===== config.mk =====
export PLATFORM = sky130hd
export DESIGN_NAME = bp_skid_pipe_flat
export DESIGN_NICKNAME = d
export VERILOG_FILES = /design/src/rtl/bp_skid_pipe_if.sv /design/src/rtl/bp_skid_pipe.sv /design/src/flat_wrapper.sv
export SDC_FILE = /design/constraint.sdc
export NUM_CORES = 1
export LEC_CHECK = 0
export CAP_MARGIN = 5
export CORE_MARGIN = 3
export CORE_UTILIZATION = 45
export CTS_CLUSTER_SIZE = 40
export DETAILED_ROUTE_END_ITERATION = 7
export GPL_ROUTABILITY_DRIVEN = 0
export PLACE_DENSITY = 0.72
export SYNTH_ARGS = -nofsm -noshare
export SYNTH_HDL_FRONTEND = slang
export SYNTH_SLANG_ARGS = --single-unit

===== constraint.sdc =====
create_clock -name clk_i -period 2.7 [get_ports clk_i]
set_input_delay 0.405 -clock clk_i [delete_from_list [all_inputs] [get_ports clk_i]]
set_output_delay 0.405 -clock clk_i [all_outputs]
set_load 0.02 [all_outputs]

===== src/rtl/bp_skid_pipe_if.sv =====
// rtl/bp_skid_pipe_if.sv - handshake, flush and status bundle for bp_skid_pipe
interface bp_skid_pipe_if #(
  parameter int DATAW = 8,
  parameter int PIPES = 2,
  parameter int CNTW  = 16
);
  localparam int OCCW = (PIPES == 0) ? 1 : $clog2(2 * PIPES + 1);

  logic             flush_i;
  logic [DATAW-1:0] data_i;
  logic             valid_i;
  logic             ready_o;
  logic [DATAW-1:0] data_o;
  logic             valid_o;
  logic             ready_i;
  logic [OCCW-1:0]  occupancy_o;
  logic [CNTW-1:0]  stall_cnt_o;

  modport master (
    output flush_i, data_i, valid_i, ready_i,
    input  ready_o, data_o, valid_o, occupancy_o, stall_cnt_o
  );

  modport slave (
    input  flush_i, data_i, valid_i, ready_i,
    output ready_o, data_o, valid_o, occupancy_o, stall_cnt_o
  );
endinterface


===== src/rtl/bp_skid_pipe.sv =====
// rtl/bp_skid_pipe.sv - chain of two-entry skid stages; optional stall counter under BP_SKID_PIPE_PERF_EN
module bp_skid_pipe #(
  parameter int DATAW = 8,
  parameter int PIPES = 2,
  parameter int CNTW  = 16
) (
  input  logic          clk_i,
  input  logic          rst_i,
  bp_skid_pipe_if.slave bus
);
  localparam int OCCW = (PIPES == 0) ? 1 : $clog2(2 * PIPES + 1);

  typedef enum logic [1:0] {
    ST_EMPTY = 2'd0,
    ST_BUSY  = 2'd1,
    ST_FULL  = 2'd2
  } stage_state_t;

  generate
    if (PIPES == 0) begin : g_pass
      assign bus.data_o      = bus.data_i;
      assign bus.valid_o     = bus.valid_i;
      assign bus.ready_o     = bus.ready_i;
      assign bus.occupancy_o = '0;
    end else begin : g_pipe
      stage_state_t     state_q [PIPES];
      stage_state_t     state_d [PIPES];
      logic [DATAW-1:0] main_q  [PIPES];
      logic [DATAW-1:0] main_d  [PIPES];
      logic [DATAW-1:0] skid_q  [PIPES];
      logic [DATAW-1:0] skid_d  [PIPES];
      logic [DATAW-1:0] up_data [PIPES];
      logic [PIPES-1:0] stg_valid;
      logic [PIPES-1:0] stg_ready;
      logic [PIPES-1:0] up_valid;
      logic [PIPES-1:0] dn_ready;
      logic [PIPES-1:0] in_xfer;
      logic [PIPES-1:0] out_xfer;
      logic [OCCW-1:0]  occ_q;
      logic [OCCW-1:0]  occ_d;

      // Each stage's ready is decoded from its own state only, so the
      // ready chain is broken by a flop at every stage.
      for (genvar i = 0; i < PIPES; i++) begin : g_stg
        assign stg_valid[i] = (state_q[i] != ST_EMPTY);
        assign stg_ready[i] = (state_q[i] != ST_FULL);

        if (i == 0) begin : g_head
          assign up_valid[i] = bus.valid_i;
          assign up_data[i]  = bus.data_i;
        end else begin : g_body
          assign up_valid[i] = stg_valid[i-1];
          assign up_data[i]  = main_q[i-1];
        end

        if (i == PIPES - 1) begin : g_tail
          assign dn_ready[i] = bus.ready_i;
        end else begin : g_inner
          assign dn_ready[i] = stg_ready[i+1];
        end

        assign in_xfer[i]  = up_valid[i] && stg_ready[i];
        assign out_xfer[i] = stg_valid[i] && dn_ready[i];
      end

      // Per-stage next state: main holds the oldest word, skid the younger one.
      always_comb begin
        for (int i = 0; i < PIPES; i++) begin
          state_d[i] = state_q[i];
          main_d[i]  = main_q[i];
          skid_d[i]  = skid_q[i];
          case (state_q[i])
            ST_EMPTY: begin
              if (in_xfer[i]) begin
                main_d[i]  = up_data[i];
                state_d[i] = ST_BUSY;
              end
            end
            ST_BUSY: begin
              if (in_xfer[i] && out_xfer[i]) begin
                main_d[i] = up_data[i];
              end else if (in_xfer[i]) begin
                skid_d[i]  = up_data[i];
                state_d[i] = ST_FULL;
              end else if (out_xfer[i]) begin
                state_d[i] = ST_EMPTY;
              end
            end
            ST_FULL: begin
              if (out_xfer[i]) begin
                main_d[i]  = skid_q[i];
                state_d[i] = ST_BUSY;
              end
            end
            default: state_d[i] = ST_EMPTY;
          endcase
          // Flush only invalidates; payload registers keep their contents.
          if (bus.flush_i) begin
            state_d[i] = ST_EMPTY;
            main_d[i]  = main_q[i];
            skid_d[i]  = skid_q[i];
          end
        end
      end

      // Occupancy follows the end-to-end transfers; flush empties it.
      always_comb begin
        occ_d = occ_q;
        if (bus.flush_i) begin
          occ_d = '0;
        end else if (in_xfer[0] && !out_xfer[PIPES-1]) begin
          occ_d = occ_q + OCCW'(1);
        end else if (!in_xfer[0] && out_xfer[PIPES-1]) begin
          occ_d = occ_q - OCCW'(1);
        end
      end

      // State, payload and occupancy registers.
      always_ff @(posedge clk_i) begin
        if (rst_i) begin
          for (int i = 0; i < PIPES; i++) begin
            state_q[i] <= ST_EMPTY;
            main_q[i]  <= '0;
            skid_q[i]  <= '0;
          end
          occ_q <= '0;
        end else begin
          for (int i = 0; i < PIPES; i++) begin
            state_q[i] <= state_d[i];
            main_q[i]  <= main_d[i];
            skid_q[i]  <= skid_d[i];
          end
          occ_q <= occ_d;
        end
      end

      assign bus.ready_o     = stg_ready[0];
      assign bus.valid_o     = stg_valid[PIPES-1];
      assign bus.data_o      = main_q[PIPES-1];
      assign bus.occupancy_o = occ_q;
    end
  endgenerate

`ifdef BP_SKID_PIPE_PERF_EN
  logic [CNTW-1:0] stall_q;

  // Saturating count of cycles where output is offered but not taken.
  always_ff @(posedge clk_i) begin
    if (rst_i) begin
      stall_q <= '0;
    end else if (bus.valid_o && !bus.ready_i && (stall_q != {CNTW{1'b1}})) begin
      stall_q <= stall_q + CNTW'(1);
    end
  end

  assign bus.stall_cnt_o = stall_q;
`else
  assign bus.stall_cnt_o = {CNTW{1'b0}};
`endif
endmodule


===== src/flat_wrapper.sv =====
// flat-port wrapper written by rule: the top's interface ports become plain ports
module bp_skid_pipe_flat 
#(
  parameter int DATAW = 8,
  parameter int PIPES = 2,
  parameter int CNTW  = 16
)
  (clk_i, rst_i, bus_flush_i, bus_data_i, bus_valid_i, bus_ready_i, bus_ready_o, bus_data_o, bus_valid_o, bus_occupancy_o, bus_stall_cnt_o);
  bp_skid_pipe_if #(.DATAW(DATAW), .PIPES(PIPES), .CNTW(CNTW)) bus_i ();
  input  logic clk_i;
  input  logic rst_i;
  input wire logic [$bits(bus_i.flush_i)-1:0] bus_flush_i;
  input wire logic [$bits(bus_i.data_i)-1:0] bus_data_i;
  input wire logic [$bits(bus_i.valid_i)-1:0] bus_valid_i;
  input wire logic [$bits(bus_i.ready_i)-1:0] bus_ready_i;
  output wire logic [$bits(bus_i.ready_o)-1:0] bus_ready_o;
  output wire logic [$bits(bus_i.data_o)-1:0] bus_data_o;
  output wire logic [$bits(bus_i.valid_o)-1:0] bus_valid_o;
  output wire logic [$bits(bus_i.occupancy_o)-1:0] bus_occupancy_o;
  output wire logic [$bits(bus_i.stall_cnt_o)-1:0] bus_stall_cnt_o;
  assign bus_i.flush_i = bus_flush_i;
  assign bus_i.data_i = bus_data_i;
  assign bus_i.valid_i = bus_valid_i;
  assign bus_i.ready_i = bus_ready_i;
  assign bus_ready_o = bus_i.ready_o;
  assign bus_data_o = bus_i.data_o;
  assign bus_valid_o = bus_i.valid_o;
  assign bus_occupancy_o = bus_i.occupancy_o;
  assign bus_stall_cnt_o = bus_i.stall_cnt_o;
  bp_skid_pipe #(.DATAW(DATAW), .PIPES(PIPES), .CNTW(CNTW)) u_core (.clk_i(clk_i), .rst_i(rst_i), .bus(bus_i));
endmodule

==> reports/summary.txt <==
Final Max Slew Viols: 0
WHS: 0.492 ns
Syn Inst Count: 195
H-Tree Depth: 2
Drt via density: 4.82
TritonCTS Sinks: 39
Drt total wl: 3250 microns
Maximum vdd drop: 0.375 mV
Max Freq: 470 MHz
Post-cts resize count: 0
Critical path's top delay family: buffers and inverters
Clk pin slew, worst setup/hold paths: 0.08 ns
Critical Path Fanout Max: 11
Setup CP Type: flop to output pin
# nets final: 227
Slew @ Worst Pin: 0.580 ns
GRT Total Usage: 13.4%
MaxCap Viol Count: 0
Synth warn: 0
Register area share after synthesis: 39.8%
Worst EP arrival: 1.72 ns
# hold bufs at CTS: 0
Antenna viol nets, final: 0
Synth area leader: dfxtp_1
Setup-failing EPs final: 0
Top FF cell, synth: dfxtp_1
#FFs+latches synth: 39
FFs w/ async S/R, synth: 0%
Synthesized area: 1960 sq um
Crit-path max cell delay: 0.64 ns
CORE AREA: 4120 sq um
Hold crit path type: flop to flop
Most frequent cell after synthesis: dfxtp_1
Root Buffer: clkbuf_8
Initial antenna violation count: 0
Startpoint types: flop
Minimum clock period: 2.13 ns
Commonest cells post-synth: dfxtp_1, mux2i_1, nor2_1
Drt pass-1 iters: 4
Drt wl/cell: 12.4 microns
Fin util: 54.9%
Number of synthesized flops with an enable pin: 0
Dpl cells: 255
Cts bufs inserted: 5
RSZ-0062 raised after global routing: false
Initial core utilization: 47.7%
Status: finished, final reports clean
Synth unique cells: 38
PwrDens: 575 nW/um^2
Vias in the first global route: 1235
Pleak: 1.08 nW
Relative slew slack: 61.3%
Via count: 1267
CTS max path bufs: 2
Final cell count without fillers: 263
Full die area: 5190 sq um
# IOs: 42
Die Ht: 72.1 microns
WP data required: 2.30 ns
Post-CTS setup buffer count: 0
Diode count: 0
Skew final: 0.00592 ns
Area grow syn2layout: 15.0%
Post-DP HPWL: 2300 microns
Mean Syn Cell Area: 10.1 sq um
Largest net degree at the start of global routing: 33
CTS tree: yes
Drt initial violations: 49
Clk_lat worst skew: 0.28 ns
Synth top area share: 39.8%
Final worst-path cycle share: 78.8%
CP bufs+invs: 2
Worst Setup End Kind: output pin
Slowest cell on the critical path: clkdlybuf4s50_1
Grt ovf: 0
Final hold violation count: 0
Drc violations: 0
Fraction of layout cells with a size suffix above 1: 9.86%
Port Buffers: 25
First-pass GRT wire length: 5640 microns
Die width: 72.1 microns
CP cell instances: nand2b_2 > buf_4 > clkdlybuf4s50_1
Setup TNS: 0 ns
Top post-synthesis cells by area: dfxtp_1, mux2i_1, buf_4, nor2_1, mux2_1
Core Rows: 23
## final cells by class
class	instances	area, sq um
inverters	2	7.51
clock buffers	6	72.6
fillers	381	1860
repair buffers	29	280
flip-flops and latches	39	781
clock inverters	2	60.1
well taps	50	62.6
multi-input cells	135	995
## report_power, final
group / switching, mW / internal (mW) / leakage, nW
Sequential: 0.0132 / 0.589 / 0.316
Clock: 0.192 / 0.369 / 0.0654
Combinational: 0.0757 / 0.0597 / 0.700
## logic make-up after synthesis
kind of cell | synth area share [%]
compound gates | 11.5
mux | 21.4
simple gates | 11.7
buf+inv | 12.4
xor+xnor | 1.34
other cells | 0.191
fa+ha+maj | 1.66
flops | 39.8
## layout by cell type (no fill, tap or decap), types with 4 or more instances in the layout
cell type and instances:
buf_4 4, mux2i_1 33, a21oi_1 10, nor2_1 29, mux2_1 7, clkdlybuf4s50_1 25, clkbuf_8 5, dfxtp_1 39
a311oi_1 8, conb_1 16
## state kept, by name, indices dropped and copies added, names as in the netlist
name	count
u_core.g_pipe.skid_q	16
u_core.g_pipe.state_q	4
u_core.bus.occupancy_o	3
u_core.g_pipe.main_q	16
## per-stage QoR
step / power (mW) / setup slack (ns) / cell area [sq um]
finish: 1.30 / 0.574 / 2260
global route: 1.35 / 0.492 / 2260
CTS: 1.32 / 0.556 / 2260
detailed placement: 0.751 / 0.325 / 2130
global placement: 0.749 / 0.392 / 2130
floorplan: 0.727 / 0.573 / 2020
## path summary, 6_finish.rpt
path | startpoint | endpoint | slack (ns) | depth (start not counted)
setup / recovery | u_core.g_pipe.state_q[0][0]$_SDFFE_PP0P_ | bus_ready_o | 0.57 | 3
hold reg to reg | u_core.g_pipe.main_q[0][10]$_SDFFE_PP0P_ | u_core.g_pipe.main_q[0][10]$_SDFFE_PP0P_ | 0.49 | 2
hold / removal | u_core.g_pipe.main_q[0][10]$_SDFFE_PP0P_ | u_core.g_pipe.main_q[0][10]$_SDFFE_PP0P_ | 0.49 | 2
setup reg to reg | u_core.g_pipe.state_q[0][2]$_SDFFE_PP0P_ | u_core.bus.occupancy_o[2]$_SDFFE_PP0P_ | 0.66 | 8
## layer usage
layer  part of all wire (%)  global-route usage [%]
met5                      0                       0
met4                   0.52                    3.76
met3                    4.5                    2.63
met2                     43                    20.8
met1                     52                    18.9
## worst min-delay path, stage by stage (launching register included)
cell     delay [ns]
dfxtp_1        0.33
mux2i_1        0.06
nor2_1         0.07
(Power assumes the default switching activity.)
